### config.mk
export PLATFORM = sky130hd
export DESIGN_NAME = program_counter
export DESIGN_NICKNAME = d
export VERILOG_FILES = /design/src/rtl/program_counter.sv
export SDC_FILE = /design/constraint.sdc
export NUM_CORES = 1
export LEC_CHECK = 0
export BUFFER_PORTS_ARGS = -buffer_cell sky130_fd_sc_hd__clkbuf_2
export CORE_MARGIN = 4
export CORE_UTILIZATION = 44
export DETAILED_ROUTE_END_ITERATION = 6
export PLACE_DENSITY = 0.73
export SETUP_SLACK_MARGIN = 0.02
export SLEW_MARGIN = 20
export SYNTH_ARGS = -nofsm -noshare
export SYNTH_HDL_FRONTEND = slang
export SYNTH_SLANG_ARGS = --single-unit
### constraint.sdc
create_clock -name clk -period 1.35 [get_ports clk]
set_input_delay 0.27 -clock clk [delete_from_list [all_inputs] [get_ports clk]]
set_output_delay 0.27 -clock clk [all_outputs]
set_load 0.05 [all_outputs]
### src/rtl/program_counter.sv
// Fetch-address generator: holds the fetch PC, applies taken-branch redirects,
// pulses delay_en to the stall delay counter, and supports a sticky halt.
module program_counter #(
    parameter int ADDR_W     = 8,
    parameter int RESET_ADDR = 0,
    parameter int INC        = 1
) (
    input  logic              clk,
    input  logic              rst_n,
    input  logic              pc_en,
    input  logic              branch_valid,
    input  logic              branch_taken,
    input  logic [ADDR_W-1:0] branch_target,
    input  logic              halt,
    output logic [ADDR_W-1:0] pc,
    output logic              fetch_valid,
    output logic              delay_en,
    output logic              halted
);

    typedef enum logic [1:0] {
        BOOT,
        RUN,
        REDIRECT,
        HALTED
    } pcState_t;

    localparam logic [ADDR_W-1:0] RESET_PC = ADDR_W'(RESET_ADDR);
    localparam logic [ADDR_W-1:0] INC_STEP = ADDR_W'(INC);

    pcState_t state;
    logic     takeBranch;

    assign takeBranch = branch_valid & branch_taken;

    // Redirect outranks pc_en so a branch resolved during a stall is never lost;
    // REDIRECT ignores branch_valid so delay_en always gets a low cycle between pulses.
    always_ff @(posedge clk or negedge rst_n) begin
        if (!rst_n) begin
            state       <= BOOT;
            pc          <= RESET_PC;
            fetch_valid <= 1'b0;
            delay_en    <= 1'b0;
            halted      <= 1'b0;
        end else begin
            case (state)
                BOOT: begin
                    state       <= RUN;
                    fetch_valid <= 1'b1;
                end
                RUN: begin
                    if (halt) begin
                        state       <= HALTED;
                        fetch_valid <= 1'b0;
                        halted      <= 1'b1;
                    end else if (takeBranch) begin
                        state       <= REDIRECT;
                        pc          <= branch_target;
                        delay_en    <= 1'b1;
                        fetch_valid <= 1'b0;
                    end else if (pc_en) begin
                        pc <= pc + INC_STEP;
                    end
                end
                REDIRECT: begin
                    delay_en <= 1'b0;
                    if (halt) begin
                        state       <= HALTED;
                        fetch_valid <= 1'b0;
                        halted      <= 1'b1;
                    end else begin
                        state       <= RUN;
                        fetch_valid <= 1'b1;
                    end
                end
                HALTED: begin
                    fetch_valid <= 1'b0;
                    delay_en    <= 1'b0;
                    halted      <= 1'b1;
                end
                default: begin
                    state       <= BOOT;
                    fetch_valid <= 1'b0;
                    delay_en    <= 1'b0;
                    halted      <= 1'b0;
                end
            endcase
        end
    end

endmodule

==> results.md, run 1 <==
- Fin worst setup slack: -0.0619 ns
- Netlist cell types: 29
- Failing checks: setup timing
- Slew HR: 0.767
- Post-DR wirelength/cell: 14.5 microns
- Syn nets: 109
- ANT cells: 0
- Number of remaining DRC errors: 0
- Maximum number of pins on one net before global-route repair: 17
- # IOs: 25
- GRT overflow: 0
- TritonCTS Sinks: 13
- Skew final: 0.00161 ns
- Die height: 51.5 microns
- Clock transition at path regs: 0.08 ns
- #FFs+latches synth: 13
- Ys flop type: dfrtp_1
- Setup crit end kind: register
- Worst slew pin tran: 0.349 ns
- Commonest cells after routing, fill and taps aside: clkbuf_2 (23), buf_4 (13), nand2_1 (8)
- Via count: 857
- Final Hold Viols: 0
- Pleak: 0.574 nW
- Area grow syn2layout: 48.4%
- Post-Syn Area: 832 sq um
- Startpoint types: register
- Seq pwr share: 0.260
- Yosys warnings: 0
- H-tree depth: 1
- Initial Util: 0.472
- Mux contribution to synthesized area: 0.0256
- Clk pwr share: 0.079
- GRT Util Overall: 0.174
- CTS tree: done
- Share of layout cells above drive strength 1: 0.557
- Main combinational cell family by area after synthesis: compound AO/OA/AOI/OAI gates
- Number of synthesized flops with an enable pin: 0
- Register area share after synthesis: 0.391
- Synth Area in Compound Gates: 0.263
- Root Buffer: clkbuf_4
- Final WL: 2.26 mm
- FP Rows: 15
- Final setup fails: 4
- CP arrival: 1.62 ns
- Syn Area/Cell: 9.35 sq um
- DR pass1 iterations: 4
- Number of global-route vias before repair: 798
- Adder-cell share of the synthesized area: 0.0902
- Crit-path max cell delay: 0.40 ns
- Hold WS: 0.315 ns
- Skew-Pair Late Insertion Delay: 0.27 ns
- Final Max Slew Viols: 0
- Cell Chain, Critical Path: inv_2 -> ha_4 -> nor2b_4 -> o21a_4 -> buf_4 -> a21oi_2 -> a21oi_2
- Initial antenna violation count: 0
- Max clock buf depth: 2
- Final worst path period share: 1.05
- GP Congestion: 0.779
- Switching power: 0.00156 W
- Most frequent CP cell: a21oi_2
- Crit path kind: reg -> reg
- RSZ-0062 raised after global routing: true
- DIE AREA: 0.00265 sq mm
- Power consumption: 0.00314 W
- Nets@finish: 152
- Max VDD drop: 1.69 mV
- Xor and xnor area share after synthesis: 0
- Post-synthesis simple-gate area fraction: 0.186
- Post-Route Setup TNS: -0.189 ns
- CP max-delay cell: dfrtp_1
- Most common cell after layout, fill and taps aside: clkbuf_2
- CTS buffer count: 3
- Post-synth top area share: 0.391
- Status: complete, but fails checks
- Min-delay worst type: in -> reg
- Fmax: 0.708 GHz
- Die Width: 51.5 microns
- CP max FO: 6
- Combinational share of power: 0.662
- Fin crit period: 1.41 ns
- Required @ worst endpoint: 1.55 ns
- Sw frac: 0.497
- # port buffers: 24
- FILL cells: 145
- Area contributors post-synth: dfrtp_1 (39%), ha_1 (9.0%), a21oi_1 (6.0%)
- Hpwl dp: 1.61 mm
- Cells after Synth: 89
- Biggest area consumer among synthesized cells: dfrtp_1
- First-pass GRT wire length: 3.41 mm
- PD cells: 2540 mW/mm^2
- Drt initial violations: 10
- Vias per inst: 5.49
- ANT nets after route: 0
- Core area: 0.00176 sq mm
- Int Power: 0.00158 W
- Async set or reset register ratio after synthesis: 1.00
- Maxcap violations: 0
[synthesized netlist by cell type (all sizes together) (2+ instances only)]
cell type,number
a2bb2oi,3
a21oi,10
ha,6
and3,4
o22ai,6
nand3,5
nor2,2
a211o,2
nand2,9
inv,4
dfrtp,13
buf,3
nor2b,2
o21a,2
a221oi,2
o21ai,6
nand4,3
[metal layers]
metal  global-route usage  wire (microns)  vias up
met2                0.320            1200       23
met1                0.192             923      406
met3               0.0350              93        6
met4               0.0699              40        0
li1                     -               -      422
met5                    0               0        -
[stage by stage]
step	utilization	cells	cell area (sq um)	setup slack, ns
floorplan	-	89	872	0.0227
global placement	0.606	144	1070	0.0179
detailed placement	0.606	144	1070	-0.0358
CTS	0.647	152	1140	-0.0463
global route	0.700	156	1230	-0.134
finish	0.700	156	1230	-0.0619
[area by class of cell]
| cell class | count | area, sq um | share of cell area |
|---|---|---|---|
| timing repair buffer | 41 | 262 | 0.212 |
| sequential | 13 | 334 | 0.271 |
| tap | 25 | 31.3 | 0.0253 |
| inverter | 4 | 15.0 | 0.0122 |
| clock buffer | 4 | 26.3 | 0.0213 |
| multi-input combinational | 69 | 567 | 0.459 |
[power groups by stage]
stage	Combinational, W	Clock [W]	Sequential (W)
2_1_floorplan	0.000730	0	0.00129
3_3_place_gp	0.00167	0	0.000802
3_5_place_dp	0.00172	0	0.000809
4_1_cts	0.00183	0.000257	0.000804
5_1_grt	0.00221	0.000278	0.000856
6_report	0.00208	0.000246	0.000815
[cells by family (layout without fill, tap and decap cells)]
group	count (synthesis)	in the layout
buffers and inverters	7	49
DFF	13	13
muxes	2	2
adders and majority gates	6	6
and+or+nand+nor	28	28
AOI/OAI and AO/OA	33	33
[repair_timing]
item | 4_1_cts | 5_1_grt
hold endpoints to repair | 13 | 0
hold buffers | 1 | 0
pin swaps | 4 | 2
buffers inserted | 3 | 4
setup endpoints to repair | 6 | 11
gates resized for setup | 3 | 15
gates cloned | 0 | 0
[flip-flops by register name, summed over array words and instances (netlist names)]
signal and count:
halted 1, pc 8, state 2, fetch_valid 1, delay_en 1
[worst paths after layout]
kind	from	endpoint	slack, ns	cells after the start
worst max register to register	state[1]$_DFFE_PN0P_	pc[2]$_DFFE_PN0P_	-0.06	7
max in group asynchronous	rst_n	pc[5]$_DFFE_PN0P_	0.64	2
min in group asynchronous	rst_n	pc[2]$_DFFE_PN0P_	0.44	2
worst min register to register	halted$_DFFE_PN0P_	halted$_DFFE_PN0P_	0.48	1
worst max-delay path	state[1]$_DFFE_PN0P_	pc[2]$_DFFE_PN0P_	-0.06	7
worst min-delay path	branch_target[0]	pc[0]$_DFFE_PN0P_	0.32	3
[worst max-delay path, delay by kind of cell, from the launching register on]
| family | cells | cell delay [ns] |
|---|---|---|
| AOI/OAI and AO/OA | 3 | 0.33 |
| adders and majority gates | 1 | 0.16 |
| buffers and inverters | 2 | 0.26 |
| DFF | 1 | 0.40 |
| and+or+nand+nor | 1 | 0.18 |
Note: power is estimated with default switching activity, not from simulation.
==> run 2: changes to the inputs <==
ABC_AREA = 1   (was default)
CORE_UTILIZATION = 50   (was 44)
PLACE_DENSITY = 0.77   (was 0.73)
clock period = 1.3 ns   (was 1.35 ns; I/O delays follow)
==> run 2 against run 1 <==
The flow now finishes without violations. Die area decreased by 6.2%. Synthesized cell count increased by 39%. Via count increased by 7.7%. Worst hold slack got worse by 0.061 ns. Final cell count increased by 12%. Register-to-register slack improved by 0.06 ns. Count of clock-buffer cells in the layout decreased by 1. Sequential power decreased by 50%. Critical endpoint is now state[1]$_DFFE_PN0P_. Largest cell class unchanged. Highest routed layer unchanged.
==> results.md, run 2 <==
- Status: finished clean
- Max clock buf depth: 2 (unchanged)
- DR pass1 iterations: 4 (unchanged)
- Crit path launch: state[0]$_DFFE_PN0P_
- CTS buffer count: 3 (unchanged)
- Post-synthesis simple-gate area fraction: 0.371 (+0.185)
- GRT overflow: 0 (unchanged)
- Combinational share of power: 0.092 (-0.570)
- Largest reg by FF count: pc
- GP Congestion: 0.735 (-5.7%)
- Reg2Reg Capture Point: state[1]$_DFFE_PN0P_
- Clk pwr share: 0.346 (+0.267)
- Yosys warnings: 0 (unchanged)
- Async set or reset register ratio after synthesis: 1.00 (unchanged)
- FP Rows: 14 (-1)
- PD cells: 589 mW/mm^2 (-77%)
- Crit path kind: reg -> reg
- H-tree depth: 1 (unchanged)
- Cell Count, Final, Fillers Out: 175 (+12%)
- R2R depth: 7 (unchanged)
- GRT Util Overall: 0.194 (+0.0202)
- First-pass GRT wire length: 3.77 mm (+11%)
- Die height: 49.9 microns (-3.2%)
- Largest regs: pc: 8 flops, state: 2 flops
- Critical Path End: state[1]$_DFFE_PN0P_
- Adder-cell share of the synthesized area: 0.0857 (-0.00451)
- Most common cell after layout, fill and taps aside: nand2_1
- Hpwl dp: 1.48 mm (-7.7%)
- Vias per inst: 5.27 (-4.0%)
- Area contributors post-synth: dfrtp_1 (37%), nand2_1 (16%), ha_1 (8.6%)
- #FFs+latches synth: 13 (unchanged)
- Startpoint types: register
- R2R setup slack: 0.0004 ns (+0.06 ns)
- Fmax: 0.769 GHz (+8.6%)
- Register area share after synthesis: 0.371 (-0.0195)
- Netlist cell types: 18 (-38%)
- Root Buffer: clkbuf_4
- Seq pwr share: 0.562 (+0.302)
- Worst hold start: halt
- Area grow syn2layout: 39.3%
- CP arrival: 1.50 ns (-0.12 ns)
- Reg2Reg Launch Point: state[0]$_DFFE_PN0P_
- Drt initial violations: 15 (+5)
- Syn nets: 144 (+32%)
- Final core occ: 0.774 (+0.0738)
- Max VDD drop: 0.591 mV (-65%)
- Xor and xnor area share after synthesis: 0.0100 (+0.0100)
- Most common library cells after synthesis: nand2_1 (38), nor2_1 (19), dfrtp_1 (13), inv_1 (13), nand3_1 (11)
- Cells after Synth: 124 (+39%)
- Post-DR wirelength/cell: 13.3 microns (-7.9%)
- Crit-path max cell delay: 0.46 ns (+0.06 ns)
- Nets@finish: 180 (+18%)
- Maxcap violations: 0 (unchanged)
- Via count: 923 (+7.7%)
- Mux contribution to synthesized area: 0 (-0.0256)
- Int Power: 0.000544 W (-66%)
- Final worst path period share: 1.00 (-0.0461)
- Number of remaining DRC errors: 0 (unchanged)
- Number of global-route vias before repair: 868 (+8.8%)
- Most frequent CP cell: nor2_4
- Sw frac: 0.243 (-0.253)
- Number of synthesized flops with an enable pin: 0 (unchanged)
- Skew-Pair Late Insertion Delay: 0.27 ns (about the same)
- CP max FO: 4 (-2)
- TritonCTS Sinks: 13 (unchanged)
- Fin crit period: 1.30 ns (-0.112 ns)
- Dpl cells: 166 (+15%)
- Die Width: 49.9 microns (-3.2%)
- Final Hold Viols: 0 (unchanged)
- Worst slew pin tran: 0.335 ns (-0.0138 ns)
- Main combinational cell family by area after synthesis: simple AND/OR/NAND/NOR gates
- Setup crit end kind: register
- CP max-delay cell: dfrtp_2
- CTS tree: done
- Clock transition at path regs: 0.09 ns (about the same)
- Commonest cells after routing, fill and taps aside: nand2_1 (36), clkbuf_2 (20), nor2_1 (16)
- Min-delay worst type: in -> reg
- Synth Area in Compound Gates: 0.0829 (-0.180)
- Post-synth top area share: 0.371 (-0.0195)
- Final setup fails: 0 (-4)
- Max FFs per register: 8 (unchanged)
- ANT nets after route: 0 (unchanged)
- Slew HR: 0.776 (+0.00918)
- Initial Util: 0.556 (+0.0839)
- Final Max Slew Viols: 0 (unchanged)
- Syn Area/Cell: 7.06 sq um (-24%)
- DIE AREA: 0.00249 sq mm (-6.2%)
- RSZ-0062 raised after global routing: true
- Required @ worst endpoint: 1.50 ns (-0.05 ns)
- ANT cells: 0 (unchanged)
- # IOs: 25 (unchanged)
- Most common cell in the netlist: nand2_1
- Final WL: 2.34 mm (+3.4%)
- Biggest area consumer among synthesized cells: dfrtp_1
- Maximum number of pins on one net before global-route repair: 14 (-3)
- Ys flop type: dfrtp_1
- Pleak: 0.608 nW (+5.9%)
- Switching power: 0.000175 W (-89%)
- Share of layout cells above drive strength 1: 0.415 (-0.142)
- Initial antenna violation count: 0 (unchanged)
- Post-Syn Area: 876 sq um (+5.3%)
- Skew final: 0.00710 ns (+0.00549 ns)
- Hold WS: 0.254 ns (-0.0610 ns)
- Core area: 0.00158 sq mm (-11%)
- # port buffers: 24 (unchanged)
- Cell Chain, Critical Path: buf_6 -> ha_4 -> nand2_2 -> nor2_4 -> nor2_4 -> nand2_1 -> o21ai_1
==> run 2: cell count changes in the layout (fill, tap and decap cells not counted), moves of 3 or more <==
cell      change
a21oi_1       -3
nand2_1      +28
nand3_1       +6
clkbuf_2      -3
nand4_1       -3
inv_1         +9
nor2_1       +15
nand2_2       +4
and3_1        -3
buf_4         -6
o22ai_1       -5
==> run 2: cell type report <==
type / instances / area (sq um)
Multi-Input combinational cell: 96 / 588
Fill cell: 115 / 357
Sequential cell: 13 / 333
Timing Repair Buffer: 32 / 194
Inverter: 14 / 57.6
Clock buffer: 3 / 22.5
Tap cell: 16 / 20.0
Clock inverter: 1 / 5.00
==> run 2: what timing repair did <==
| item | in CTS | in global routing |
|---|---|---|
| pin swaps | 3 | 7 |
| setup buffers | 3 | 0 |
| hold endpoints to repair | 13 | 0 |
| setup endpoints to repair | 5 | 16 |
| resized for setup | 15 | 21 |
| gates cloned | 1 | 0 |
| hold buffers | 1 | 0 |
==> run 2: worst min-delay path by stage <==
stage / endpoint / depth (start not counted) / slack (ns)
2_1_floorplan: delay_en$_DFFE_PN0P_ / 0 / -0.04
3_5_place_dp: delay_en$_DFFE_PN0P_ / 1 / 0.18
4_1_cts: halted$_DFFE_PN0P_ / 3 / 0.24
5_1_grt: halted$_DFFE_PN0P_ / 3 / 0.30
3_3_place_gp: fetch_valid$_DFFE_PN0P_ / 1 / 0.18
6_report: halted$_DFFE_PN0P_ / 3 / 0.25
==> run 2: worst max-delay path: cells and delay by family, from the launching register on <==
family          cells  cell delay, ns
fa+ha+maj           1            0.16
flops               1            0.46
compound gates      1            0.09
buf+inv             1            0.14
simple gates        4            0.36
==> run 2: cells by family (layout without fill, tap and decap cells) <==
family | Yosys count | after routing
flops | 13 | 13
fa+ha+maj | 6 | 6
xor+xnor | 1 | 1
simple gates | 75 | 76
compound gates | 13 | 13
buf+inv | 16 | 50
==> run 2: power by group through the flow <==
stage          registers [W]  logic [W]  clock network, W
2_1_floorplan       0.000412  0.0000252                 0
3_3_place_gp        0.000412  0.0000588                 0
3_5_place_dp        0.000412  0.0000588                 0
4_1_cts             0.000404  0.0000639          0.000258
5_1_grt             0.000404  0.0000742          0.000282
6_report            0.000404  0.0000661          0.000249
==> run 2: metrics by stage <==
step	setup TNS, ns	power, W	instance area [sq um]	setup WS, ns
2_1_floorplan	0	0.000437	895	0.0225
3_3_place_gp	0	0.000471	1050	0.0149
3_5_place_dp	-0.0807	0.000471	1050	-0.0505
5_1_grt	-0.187	0.000760	1220	-0.0453
4_1_cts	0	0.000726	1160	0.0157
6_report	0	0.000719	1220	0.000397
==> run 2: metal layers <==
metal	GRT usage	vias to the layer above	share of wire	routed length [microns]
met1	0.245	422	0.45	1040
met5	0	-	0	0
li1	-	465	-	-
met2	0.324	34	0.49	1150
met4	0.0737	0	0.0056	13
met3	0.0392	2	0.057	132
==> run 3: changes to the inputs <==
CORE_MARGIN = 8   (was 4)
PLACE_DENSITY = default   (was 0.77)
PLACE_DENSITY_LB_ADDON = 0.05   (was default)
RECOVER_POWER = 25   (was default)
==> run 3 against run 2 <==
Via count increased by 0.33%. Global-route usage is 4.7 points lower. Clock skew shrank 0.0039 ns. Worst hold slack improved by 0.0094 ns. Sequential share of layout area fell by 0.18 points. Clock power up 10%. Critical path type unchanged. Setup slack better by 0.032 ns. Combinational power rose by 1%. Die area grew 35%. Final cell count is 0.57% higher. Non-clock buffer count did not move. Highest routed layer unchanged.
==> results.md, run 3 (synthesized netlist as in run 2, its figures left out) <==
- PD cells: 605 mW/mm^2 (+2.7%)
- Final Hold Viols: 0 (unchanged)
- Max VDD drop: 0.610 mV (+3.3%)
- Pleak: 0.614 nW (+1.1%)
- First-pass GRT wire length: 3.83 mm (+1.5%)
- Final Max Slew Viols: 0 (unchanged)
- Post-route cell area: 0.00123 sq mm (+1.0%)
- Skew-Pair Late Insertion Delay: 0.29 ns (+0.02 ns)
- FILL cells: 148 (+29%)
- # port buffers: 24 (unchanged)
- Placed Instance Area: 0.00105 sq mm (+0.12%)
- Vias per inst: 5.26 (-0.25%)
- Die Width: 57.9 microns (+16%)
- Status: finished clean
- Area grow syn2layout: 40.7%
- Fin crit period: 1.27 ns (-0.0318 ns)
- Worst slew pin tran: 0.739 ns (+0.404 ns)
- RSZ-0062 raised after global routing: true
- FP Rows: 15 (+1)
- Max FFs per register: 8 (unchanged)
- H-tree depth: 1 (unchanged)
- GP Congestion: 0.898 (+22%)
- CTS buffer count: 3 (unchanged)
- Hold WS: 0.264 ns (+0.00936 ns)
- Power consumption: 0.000746 W (+3.8%)
- Initial Util: 0.519 (-0.0370)
- Final worst path period share: 0.975 (-0.0245)
- Core area: 0.00169 sq mm (+7.1%)
- Setup crit end kind: register
- Root Buffer: clkbuf_4
- Max clock buf depth: 2 (unchanged)
- DIE AREA: 0.00335 sq mm (+35%)
- Share of layout cells above drive strength 1: 0.409 (-0.00629)
- Initial antenna violation count: 0 (unchanged)
- CTS tree: done
- Drt initial violations: 48 (+33)
- Required @ worst endpoint: 1.52 ns (+0.02 ns)
- Clock transition at path regs: 0.09 ns (about the same)
- Min-delay worst type: in -> reg
- Largest reg by FF count: pc
- Final WL: 2.45 mm (+4.7%)
- Maximum number of pins on one net before global-route repair: 17 (+3)
- Dpl cells: 167 (+0.60%)
- Die height: 57.9 microns (+16%)
- Largest regs: pc: 8 flops, state: 2 flops
- Most common cell after layout, fill and taps aside: nand2_1
- GRT overflow: 0 (unchanged)
- ANT cells: 0 (unchanged)
- Nets@finish: 180 (unchanged)
- Number of remaining DRC errors: 0 (unchanged)
- ANT nets after route: 0 (unchanged)
- Commonest cells after routing, fill and taps aside: nand2_1 (37), clkbuf_2 (17), nor2_1 (15)
- Hpwl dp: 1.68 mm (+13%)
- Number of global-route vias before repair: 883 (+1.7%)
- Startpoint types: register
- Via count: 926 (+0.33%)
- CP arrival: 1.49 ns (about the same)
- Skew final: 0.00320 ns (-0.00390 ns)
- Cell Count, Final, Fillers Out: 176 (+0.57%)
- Fmax: 0.789 GHz (+2.5%)
- GRT Util Overall: 0.147 (-0.0469)
- Final setup fails: 0 (unchanged)
- Post-DR wirelength/cell: 13.9 microns (+4.1%)
- # IOs: 25 (unchanged)
- TritonCTS Sinks: 13 (unchanged)
- Slew HR: 0.507 (-0.269)
- Maxcap violations: 0 (unchanged)
- Crit path kind: reg -> reg
- DR pass1 iterations: 4 (unchanged)
- CP max FO: 3 (-1)
-- run 3: report_power, final --
part	switching [W]	internal, W
registers	0	0.000404
clock network	0.000156	0.000120
logic	0.0000410	0.0000257
total	0.000197	0.000549
-- run 3: timing repair --
item / 4_1_cts / 5_1_grt
hold endpoints to repair: 13 / 0
endpoints found under the setup margin: 8 / 17
setup buffers: 3 / 0
pin swaps: 4 / 7
hold buffers: 1 / 0
gates resized for setup: 14 / 26
gates cloned: 0 / 1
-- run 3: area by class of cell --
type,count,area [sq um],share of cell area
Multi-Input combinational cell,96,602,0.488
Sequential cell,13,334,0.271
Timing Repair Buffer,32,194,0.157
Inverter,14,55.1,0.0447
Clock buffer,4,26.3,0.0213
Tap cell,17,21.3,0.0173
-- run 3: worst paths after layout --
| path | from | endpoint | slack, ns | cells after the start |
|---|---|---|---|---|
| hold / removal | halt | halted$_DFFE_PN0P_ | 0.26 | 3 |
| max in group asynchronous | rst_n | state[1]$_DFFE_PN0P_ | 0.25 | 2 |
| setup / recovery | state[1]$_DFFE_PN0P_ | fetch_valid$_DFFE_PN0P_ | 0.03 | 6 |
| hold reg to reg | halted$_DFFE_PN0P_ | halted$_DFFE_PN0P_ | 0.48 | 2 |
| min in group asynchronous | rst_n | pc[6]$_DFFE_PN0P_ | 0.53 | 2 |
| setup reg to reg | state[1]$_DFFE_PN0P_ | fetch_valid$_DFFE_PN0P_ | 0.03 | 6 |
-- run 3: per-layer routing --
layer | global-route usage | vias to the layer above | share of wire
met5 | 0 | - | 0
met4 | 0.0839 | 0 | 0.018
met3 | 0.0508 | 5 | 0.089
met2 | 0.236 | 42 | 0.47
met1 | 0.167 | 417 | 0.43
li1 | - | 462 | -
-- run 3: worst max-delay path: stages (launching register included) --
cell,delay (ns)
dfrtp_2,0.45
buf_6,0.13
ha_4,0.15
or2_4,0.23
nor2_2,0.09
a21oi_2,0.04
o21ai_1,0.12
-- run 3: stage by stage --
step           worst slack [ns]  setup TNS (ns)  utilization
2_1_floorplan            0.0225               0            -
3_3_place_gp            -0.0195         -0.0377        0.621
3_5_place_dp            -0.0488          -0.113        0.621
4_1_cts                 0.00979               0        0.680
5_1_grt                 -0.0217         -0.0374        0.730
6_report                 0.0322               0        0.730
